### src/rtl/sisc_ctrl_mc.sv
// sisc_ctrl_mc: multi-cycle control FSM for the SISC datapath.
// Sequences FETCH/DECODE/EXECUTE/MEM/WB(/WB2) per instruction, stalls in MEM
// on data-memory request/acknowledge, and parks in a latched HALT state.
// Ports:
//   clk, rst_f      - clock, synchronous active-low reset
//   opcode, mm      - IR opcode and mode/condition-mask fields
//   stat            - status register flags
//   dm_ack          - data memory transfer complete
//   rf_we, wb_sel, swp_sel, alu_op, br_sel, pc_rst, pc_write, pc_sel,
//   rb_sel, ir_load, dm_req, dm_we, halted - datapath controls (combinational)
module sisc_ctrl_mc #(
  parameter int unsigned OPW     = 4,
  parameter int unsigned CCW     = 4,
  parameter int unsigned IMM_MM  = 8,
  parameter int unsigned OP_NOOP = 0,
  parameter int unsigned OP_LOD  = 1,
  parameter int unsigned OP_STR  = 2,
  parameter int unsigned OP_SWP  = 3,
  parameter int unsigned OP_BRA  = 4,
  parameter int unsigned OP_BRR  = 5,
  parameter int unsigned OP_BNE  = 6,
  parameter int unsigned OP_BNR  = 7,
  parameter int unsigned OP_ALU  = 8,
  parameter int unsigned OP_HLT  = 15
) (
  input  logic           clk,
  input  logic           rst_f,
  input  logic [OPW-1:0] opcode,
  input  logic [CCW-1:0] mm,
  input  logic [CCW-1:0] stat,
  input  logic           dm_ack,
  output logic           rf_we,
  output logic           wb_sel,
  output logic           swp_sel,
  output logic [1:0]     alu_op,
  output logic           br_sel,
  output logic           pc_rst,
  output logic           pc_write,
  output logic           pc_sel,
  output logic           rb_sel,
  output logic           ir_load,
  output logic           dm_req,
  output logic           dm_we,
  output logic           halted
);

  typedef enum logic [2:0] {
    S_START1  = 3'd0,
    S_FETCH   = 3'd1,
    S_DECODE  = 3'd2,
    S_EXECUTE = 3'd3,
    S_MEM     = 3'd4,
    S_WB      = 3'd5,
    S_WB2     = 3'd6,
    S_HALT    = 3'd7
  } state_t;

  typedef enum logic [3:0] {
    C_NOP, C_LOD, C_STR, C_SWP, C_BRA, C_BRR, C_BNE, C_BNR, C_ALU, C_HLT
  } op_class_t;

  state_t    state;
  state_t    state_nx;
  op_class_t cls;
  logic      cc_hit;
  logic      taken;
  logic      alu_imm;
  logic      mem_op;
  logic      is_str;

  // Opcode classification; unencoded opcodes fall through as NOOP.
  always_comb begin
    cls = C_NOP;
    case (opcode)
      OPW'(OP_NOOP): cls = C_NOP;
      OPW'(OP_LOD):  cls = C_LOD;
      OPW'(OP_STR):  cls = C_STR;
      OPW'(OP_SWP):  cls = C_SWP;
      OPW'(OP_BRA):  cls = C_BRA;
      OPW'(OP_BRR):  cls = C_BRR;
      OPW'(OP_BNE):  cls = C_BNE;
      OPW'(OP_BNR):  cls = C_BNR;
      OPW'(OP_ALU):  cls = C_ALU;
      OPW'(OP_HLT):  cls = C_HLT;
      default:       cls = C_NOP;
    endcase
  end

  // Branch condition: BRA/BRR take on any masked flag, BNE/BNR on none.
  always_comb begin
    cc_hit = |(mm & stat);
    taken  = 1'b0;
    case (cls)
      C_BRA, C_BRR: taken = cc_hit;
      C_BNE, C_BNR: taken = ~cc_hit;
      default:      taken = 1'b0;
    endcase
  end

  assign alu_imm = (cls == C_ALU) && (mm == CCW'(IMM_MM));
  assign mem_op  = (cls == C_LOD) || (cls == C_STR);
  assign is_str  = (cls == C_STR);

  // State register; reset wins over every state, including MEM and HALT.
  always_ff @(posedge clk) begin
    if (!rst_f) state <= S_START1;
    else        state <= state_nx;
  end

  // Next-state and control outputs.
  always_comb begin
    state_nx = state;
    rf_we    = 1'b0;
    wb_sel   = 1'b0;
    swp_sel  = 1'b0;
    alu_op   = 2'b10;
    br_sel   = 1'b0;
    pc_rst   = 1'b0;
    pc_write = 1'b0;
    pc_sel   = 1'b0;
    rb_sel   = 1'b0;
    ir_load  = 1'b0;
    dm_req   = 1'b0;
    dm_we    = 1'b0;
    halted   = 1'b0;
    case (state)
      S_START1: begin
        pc_rst   = 1'b1;
        state_nx = S_FETCH;
      end
      S_FETCH: begin
        ir_load  = 1'b1;
        pc_write = 1'b1;
        state_nx = S_DECODE;
      end
      S_DECODE: begin
        if (taken) begin
          pc_write = 1'b1;
          pc_sel   = 1'b1;
          br_sel   = (cls == C_BRA) || (cls == C_BNE);
        end
        state_nx = (cls == C_HLT) ? S_HALT : S_EXECUTE;
      end
      S_EXECUTE: begin
        alu_op   = alu_imm ? 2'b01 : 2'b00;
        rb_sel   = is_str;
        state_nx = S_MEM;
      end
      S_MEM: begin
        alu_op = alu_imm ? 2'b11 : 2'b10;
        if (mem_op) begin
          dm_req   = 1'b1;
          dm_we    = is_str;
          rb_sel   = is_str;
          state_nx = dm_ack ? S_WB : S_MEM;
        end else begin
          state_nx = S_WB;
        end
      end
      S_WB: begin
        state_nx = S_FETCH;
        case (cls)
          C_ALU: rf_we = 1'b1;
          C_LOD: begin
            rf_we  = 1'b1;
            wb_sel = 1'b1;
          end
          C_SWP: begin
            rf_we    = 1'b1;
            state_nx = S_WB2;
          end
          default: ;
        endcase
      end
      S_WB2: begin
        rf_we    = 1'b1;
        swp_sel  = 1'b1;
        state_nx = S_FETCH;
      end
      S_HALT: begin
        halted   = 1'b1;
        state_nx = S_HALT;
      end
      default: state_nx = S_START1;
    endcase
  end

endmodule

### config.mk
export PLATFORM = sky130hd
export DESIGN_NAME = sisc_ctrl_mc
export DESIGN_NICKNAME = d
export VERILOG_FILES = /design/src/rtl/sisc_ctrl_mc.sv
export SDC_FILE = /design/constraint.sdc
export NUM_CORES = 1
export LEC_CHECK = 0
export BUFFER_PORTS_ARGS = -buffer_cell sky130_fd_sc_hd__buf_2
export CORE_AREA = 2 2 39 41
export DETAILED_ROUTE_END_ITERATION = 8
export DIE_AREA = 0 0 41 43
export HOLD_SLACK_MARGIN = 0.08
export PLACE_DENSITY = 0.73
export RECOVER_POWER = 25
export SETUP_SLACK_MARGIN = 0.1
export SLEW_MARGIN = 10
export SYNTH_ARGS = -nofsm -noshare
export SYNTH_HDL_FRONTEND = slang
export SYNTH_SLANG_ARGS = --single-unit
### constraint.sdc
create_clock -name clk -period 1.8 [get_ports clk]
set_input_delay 0.18 -clock clk [delete_from_list [all_inputs] [get_ports clk]]
set_output_delay 0.18 -clock clk [all_outputs]
set_load 0.01 [all_outputs]
# After elaboration in Yosys (flattened, before gate mapping)
# Memories as Yosys holds them, arrays and structs flattened.
# Cells that the tools add are included.
[totals]
ff_bits = 3
mem_bits_ro = 64
in_bits = 15
output_inout_bits = 14
memories = 1
[op_classes]
eq_ne = 17
n_mux = 27
bitwise = 2
n_reduce_logical = 9
[memory_table]
columns = ["memory", "depth", "width", "rd", "rd_clocked_by_memory_dff", "wr", "line_no", "rtl"]
rows = [
  ["(no name shown)", 16, 4, 1, 0, 0, "74", "case (opcode)"],
]
[ops]
columns = ["cell", "n"]
rows = [
  ["$pmux 3 s7", 1],
  ["$mux 1", 19],
  ["$eq 4x3->1 const B", 4],
  ["$eq 3x3->1 const B", 4],
  ["$eq 4x4->1 const B", 3],
  ["$eq 4x2->1 const B", 2],
  ["$pmux 1 s2", 4],
  ["$eq 3x2->1 const B", 2],
  ["$mux 3", 2],
  ["$reduce_or 2->1", 3],
  ["$and 4x4->4", 1],
  ["$eq 4x1->1 const B", 1],
  ["$pmux 2 s2", 1],
  ["$reduce_or 4->1", 1],
  ["$eq 3x1->1 const B", 1],
  ["$logic_not 3->1", 1],
  ["$reduce_or 3->1", 1],
  ["$logic_or 1x1->1", 2],
  ["$logic_and 1x1->1", 1],
  ["$not 1->1", 1],
]

# Logic depth before layout (Yosys ltp)
# Gate-level depths: netlist of run 1.
[logic_depth]
word_depth = 6
ltp_mapped = 4
ltp_nobuf = 3

# Least setup slack after synthesis of run 1
# OpenSTA, ideal clock, no wires.
[synth_timing]
kind = "register -> output"
from = "register state[2]"
to = "output port br_sel"
t_arrival_ns = 1.313
required_time_ns = 1.620
setup_slack_ns = 0.307
path_stages_with_launch = 5
path_buffers = 1
cell_sequence = "dfxtp_1 -> buf_6 -> or3b_1 -> a2111o_1 -> a21oi_2"
[synth_via]
elab_chain_cells = 2
[synth_rtl]
columns = ["element", "line_no", "rtl"]
rows = [
  ["from (decl)", "62", "state_t state;"],
  ["from (signal assigned)", "107", "else state <= state_nx;"],
  ["$eq 3x2->1", "126", "case (state)"],
  ["$mux 1", "126", ""],
  ["to (decl)", "36", "output logic br_sel,"],
]
# No other way between the ends.

# Final worst setup path of run 1
[layout_timing]
from = "register state[2]"
to = "output port pc_write"
[layout_via]
elab_chain_cells = 2
word_cells_on_any_way = 3
cone_classes = "eq/ne: 2; mux: 1"
[layout_rtl]
columns = ["element", "line_no", "rtl"]
rows = [
  ["$eq 3x2->1 / $eq 3x1->1 (equally long branches)", "126", ""],
  ["$pmux 1 s2 *", "126", ""],
  ["to (decl)", "38", "output logic pc_write,"],
]
# Mark *: on every way between the ends. The rest lies on a longest branch, timed or not.

==> reports/metrics.yaml, run 1 <==
first_pass_iters: 4
regMostFlops: "state"
via_per_inst: 5.47
drt_iter0_markers: 4
synth.most_common_cell: "nor3_1"
r2r_end: "state[0]"
syn_inst: 57
ir_worst_vdd_mv: 0.384
cp.required_ns: 1.62
grt_max_degree: 12
die_h_um: 43
syn_nets: 72
dp_slack_ns: 0.211
hold_viol: 0
grt_pass1_vias: 493
holdCritPathClass: "input pin to register"
synthAdderAreaFrac_pct: 0
track_usage_pct: 15.8
yosys_warnings: 0
remaining_drc_errors: 0
final_util_pct: 43.2
p_leak_nw: 0.273
period_minus_slack_ns: 1.70
cts.sinks: 3
drive_above_1_share_pct: 46.4
regArea_sq_um: 66.3
antenna_found_initial: 0
grt_pass1_wl_mm: 1.95
die_area_sq_mm: 0.00176
layoutNonFillerInstCount: 100
async_flop_share_pct: 0
synth_simple_gate_area_share_pct: 45.7
io_buffers: 28
fp.dieW_um: 41
slew_headroom_pct: 82.8
clk-insertion-delay-late_ns: 0.24
finalMaxSlewViolations: 0
num_io_pins: 29
gp_congestion: 0.825
routed_wl_mm: 1.26
cts-htree-levels: 1
fin_crit_sh_pct: 94.4
synth_cell_types: 33
arrival_ns: 1.52
ys_ff_latch: 3
dpl.hpwl_um: 912
cellPowerDensity_mw_per_mm2: 587
layout.nets: 100
tns_ns: 0
syn_area_per_cell_sq_um: 7.35
startpoint_type: "register"
fin_ws_ns: 0.101
num_antenna_cells: 0
largest_reg_flops: 3
reg_top3: "state x3"
ant_nets: 0
syn_area_sq_um: 419
ys_seq_area_share_pct: 14.3
cap_violations: 0
start_util_pct: 30.3
wl_per_cell_um: 12.6
critPathKind: "register to primary output"
row_count: 14
synth_compound_area_share_pct: 25.7
cts_tree: "yes"
clock-skew-final_ns: 0.00851
cts_buffers: 3
synth_top_family_by_area: "simple AND/OR/NAND/NOR gates"
startpoint: "state[2]"
synthDominantCellAreaShare_pct: 14.3
reg2reg_depth: 3
fmax_mhz: 588
run_status: "finished, final reports clean"
setup.worst_path.end: "pc_write"
setup_violations: 0
vias: 547
worstPathMaxFanout: 4
rsz0062_at_grt: "yes"
synthFlopType: "dfxtp_1"
synth-xor-area-share_pct: 2.09
clockRootBuffer: "clkbuf_4"
worst_setup_path_end_kind: "primary output"
r2r-start: "state[1]"
cts_buffer_depth: 2
regToRegSetupSlack_ns: 0.50
yosys.area.top_type: "dfxtp_1"
fill_cells: 146
globalRouteOverflowTotal: 0
ys_top_cells_by_area: "dfxtp_1 (14%), nor3_1 (6.0%), buf_6 (5.4%)"
core_sq_mm: 0.00138
tightest_slew_ns: 0.256
synthTopCellsByCount: "nor3_1 (5), nor2_1 (4)"
clkTransAtPathRegs_ns: 0.04
multi_input_area_sq_um: 329
synth-edff-count: 0
area_delta_synth_final_pct: 42.7
dp_cells: 95
synthMuxAreaShare_pct: 0
## cell families after synthesis
| kind of cell | count (synthesis) |
|---|---|
| flip-flops | 3 |
| XOR/XNOR | 1 |
| AO/OA/AOI/OAI | 15 |
| buffers and inverters | 9 |
| AND/OR/NAND/NOR | 29 |
## per-layer routing
| layer | GRT usage [%] | up-vias | routed length (um) |
|---|---|---|---|
| met5 | 0 | - | 0 |
| met4 | 8.00 | 0 | 31 |
| met3 | 3.66 | 4 | 100 |
| met2 | 24.4 | 24 | 566 |
| met1 | 19.5 | 249 | 557 |
| li1 | - | 270 | - |
## per-stage QoR
| stage | total power, mW | hold slack [ns] | instance area [sq um] |
|---|---|---|---|
| floorplan | 0.175 | 0.324 | 419 |
| global placement | 0.209 | 0.439 | 539 |
| detailed placement | 0.212 | 0.444 | 539 |
| CTS | 0.348 | 0.188 | 586 |
| global route | 0.378 | 0.189 | 598 |
| finish | 0.351 | 0.178 | 598 |
## final cells by class
cell class | instances | share of cell area, %
Multi-Input combinational cell | 45 | 55.0
Timing Repair Buffer | 29 | 24.3
Sequential cell | 3 | 11.1
Clock buffer | 4 | 4.39
Tap cell | 16 | 3.35
Inverter | 3 | 1.88
## how the worst min path moves through the flow
stage,start,endpoint,cells after the start
2_1_floorplan,dm_ack,state[0],2
3_3_place_gp,dm_ack,state[0],3
3_5_place_dp,dm_ack,state[0],3
4_1_cts,dm_ack,state[0],3
5_1_grt,dm_ack,state[0],3
6_report,dm_ack,state[0],3
## placed cells by master, fill, tap and decap left out, drive strengths merged
master	netlist	final
nand4	1	1
buf	4	27
a221oi	1	1
or3b	3	3
and3	2	2
dfxtp	3	3
a22oi	2	2
nor4	2	2
xnor2	1	1
a31oi	1	1
o211ai	1	1
o21ai	3	3
and4bb	1	1
nor3b	2	2
nand2	2	2
a2111o	1	1
a211o	1	1
nor3	5	5
inv	3	3
clkbuf	2	6
nor2	4	4
and3b	1	1
a21oi	2	2
a211oi	2	2
nand2b	3	3
nand4b	1	1
nand3b	1	1
or3	1	1
o22ai	1	1
## what timing repair did
| action | CTS | global route |
|---|---|---|
| pin swaps | 1 | 1 |
| hold buffers | 0 | 0 |
| setup buffers | 1 | 0 |
| endpoints found under the setup margin | 7 | 7 |
| endpoints found under the hold margin | 0 | 0 |
| resized for setup | 4 | 3 |
## where the power goes
part | total (mW) | internal (mW) | switching (mW)
sequential | 0.0953 | 0.0768 | 0.0185
clock | 0.124 | 0.0835 | 0.0408
combinational | 0.131 | 0.0596 | 0.0719
total | 0.351 | 0.220 | 0.131
## worst max-delay path, stage by stage, from the launching register on
cell and delay [ns]:
dfxtp_4 0.34, or3b_1 0.35, a2111o_1 0.34, o211ai_1 0.10, buf_2 0.15
(Power assumes the default switching activity.)
==> inputs of run 2 (changes only) <==
Settings changed: RECOVER_POWER 25 to default.
==> reports/metrics.yaml, run 2 (synthesis gave the netlist of run 1 again) <==
remaining_drc_errors: 0  # unchanged
drive_above_1_share_pct: 48.8  # +2.4 points
finalMaxSlewViolations: 0  # unchanged
cts_tree: "yes"
clock-skew-final_ns: 0.00828  # -0.000229 ns
rsz0062_at_grt: "yes"
p_leak_nw: 0.279  # +2.1%
dp_cells: 95  # unchanged
clkTransAtPathRegs_ns: 0.04  # about the same
fp.dieW_um: 41  # unchanged
clk-insertion-delay-late_ns: 0.24  # about the same
fmax_mhz: 588  # about the same
cts_buffers: 3  # unchanged
regMostFlops: "state"
row_count: 14  # unchanged
setup_violations: 0  # unchanged
hold_viol: 0  # unchanged
layout_common_cells: "buf_2 (28), nor2_1 (4), nor3_1 (4)"
holdWs_ns: 0.178  # +0.000402 ns
critical-path-max-stage-delay_ns: 0.35  # about the same
first_pass_iters: 4  # unchanged
cp.required_ns: 1.62  # about the same
grt_pass1_wl_mm: 1.95  # unchanged
die_area_sq_mm: 0.00176  # unchanged
layout.nets: 100  # unchanged
io_buffers: 28  # unchanged
holdCritPathClass: "input pin to register"
track_usage_pct: 15.8  # unchanged
startpoint: "state[2]"
layoutNonFillerInstCount: 100  # unchanged
dpl.hpwl_um: 912  # unchanged
critPathTopFamily: "compound AO/OA/AOI/OAI gates"
start_util_pct: 30.3  # unchanged
layout.cells.most_common: "buf_2"
gp_congestion: 0.825  # unchanged
cap_violations: 0  # unchanged
reg_top3: "state x3"
area_delta_synth_final_pct: 43.3
num_io_pins: 29  # unchanged
ir_worst_vdd_mv: 0.386  # +0.59%
clockRootBuffer: "clkbuf_4"
cts_buffer_depth: 2  # unchanged
wl_per_cell_um: 12.6  # +0.48%
critPathKind: "register to primary output"
worstPathMaxFanout: 4  # unchanged
worstPathCellList: "or3b_1, a2111o_1, o211ai_1, buf_2"
via_per_inst: 5.47  # unchanged
cts-htree-levels: 1  # unchanged
cp_slowest_cell: "or3b_1"
fin_crit_sh_pct: 94.4  # about the same
arrival_ns: 1.52  # about the same
final_util_pct: 43.4  # +0.18 points
globalRouteOverflowTotal: 0  # unchanged
num_antenna_cells: 0  # unchanged
startpoint_type: "register"
tns_ns: 0  # unchanged
core_sq_mm: 0.00138  # unchanged
critPathBufInv: 1  # unchanged
tightest_slew_ns: 0.256  # -0.000000238 ns
largest_reg_flops: 3  # unchanged
period_minus_slack_ns: 1.70  # +0.000230 ns
r2r-start: "state[1]"
slew_headroom_pct: 82.8  # unchanged
drt_iter0_markers: 2  # -2
cts.sinks: 3  # unchanged
die_h_um: 43  # unchanged
worst_setup_path_end_kind: "primary output"
cellPowerDensity_mw_per_mm2: 585  # -0.24%
grt_max_degree: 12  # unchanged
hold_path_startpoint: "dm_ack"
grt_pass1_vias: 493  # unchanged
vias: 547  # unchanged
routed_wl_mm: 1.26  # +0.48%
cts_hold_buf: 0  # unchanged
run_status: "finished, final reports clean"
ant_nets: 0  # unchanged
antenna_found_initial: 0  # unchanged
[run 2: cell types whose count changed in the layout (fill, tap and decap cells not counted), sizes merged]
cell	before	now
clkbuf	6	4
buf	27	29
[run 2: metrics by stage]
step,area (sq um),total power [mW],setup WS (ns)
4_1_cts,586,0.348,0.0933
5_1_grt,601,0.379,0.0522
3_3_place_gp,539,0.209,0.247
6_report,601,0.352,0.100
3_5_place_dp,539,0.212,0.211
2_1_floorplan,419,0.175,0.307
[run 2: final timing paths]
kind	to	slack (ns)	depth (start not counted)
worst min register to register	state[0]	0.60	2
worst min-delay path	state[0]	0.18	3
worst max register to register	state[0]	0.49	3
worst max-delay path	pc_write	0.10	4
[run 2: routing by layer]
metal  wire, um  GRT usage [%]  up-vias
met2        569           24.4       24
met4         31           8.00        0
met1        560           19.5      249
li1           -              -      270
met5          0              0        -
met3        100           3.66        4
[run 2: worst register-to-register path, cell delays in order (launching register included)]
cell	delay, ns
dfxtp_2	0.38
or3b_4	0.45
nor4_4	0.25
a221oi_1	0.12
[run 2: final cells by class]
| class | instances | area (sq um) |
|---|---|---|
| Tap cell | 16 | 20.0 |
| Multi-Input combinational cell | 45 | 329 |
| Sequential cell | 3 | 66.3 |
| Inverter | 3 | 11.3 |
| Clock buffer | 4 | 26.3 |
| Fill cell | 144 | 783 |
| Timing Repair Buffer | 29 | 148 |
[run 2: power by group]
part	switching [mW]	total (mW)	internal (mW)
registers	0.0188	0.0955	0.0768
clock network	0.0407	0.124	0.0835
logic	0.0719	0.132	0.0600
total	0.131	0.352	0.220
[run 2: timing repair]
action,4_1_cts,5_1_grt
setup endpoints to repair,7,7
setup buffers,1,0
resized for setup,4,3
pin swaps,1,1
gates cloned,0,0
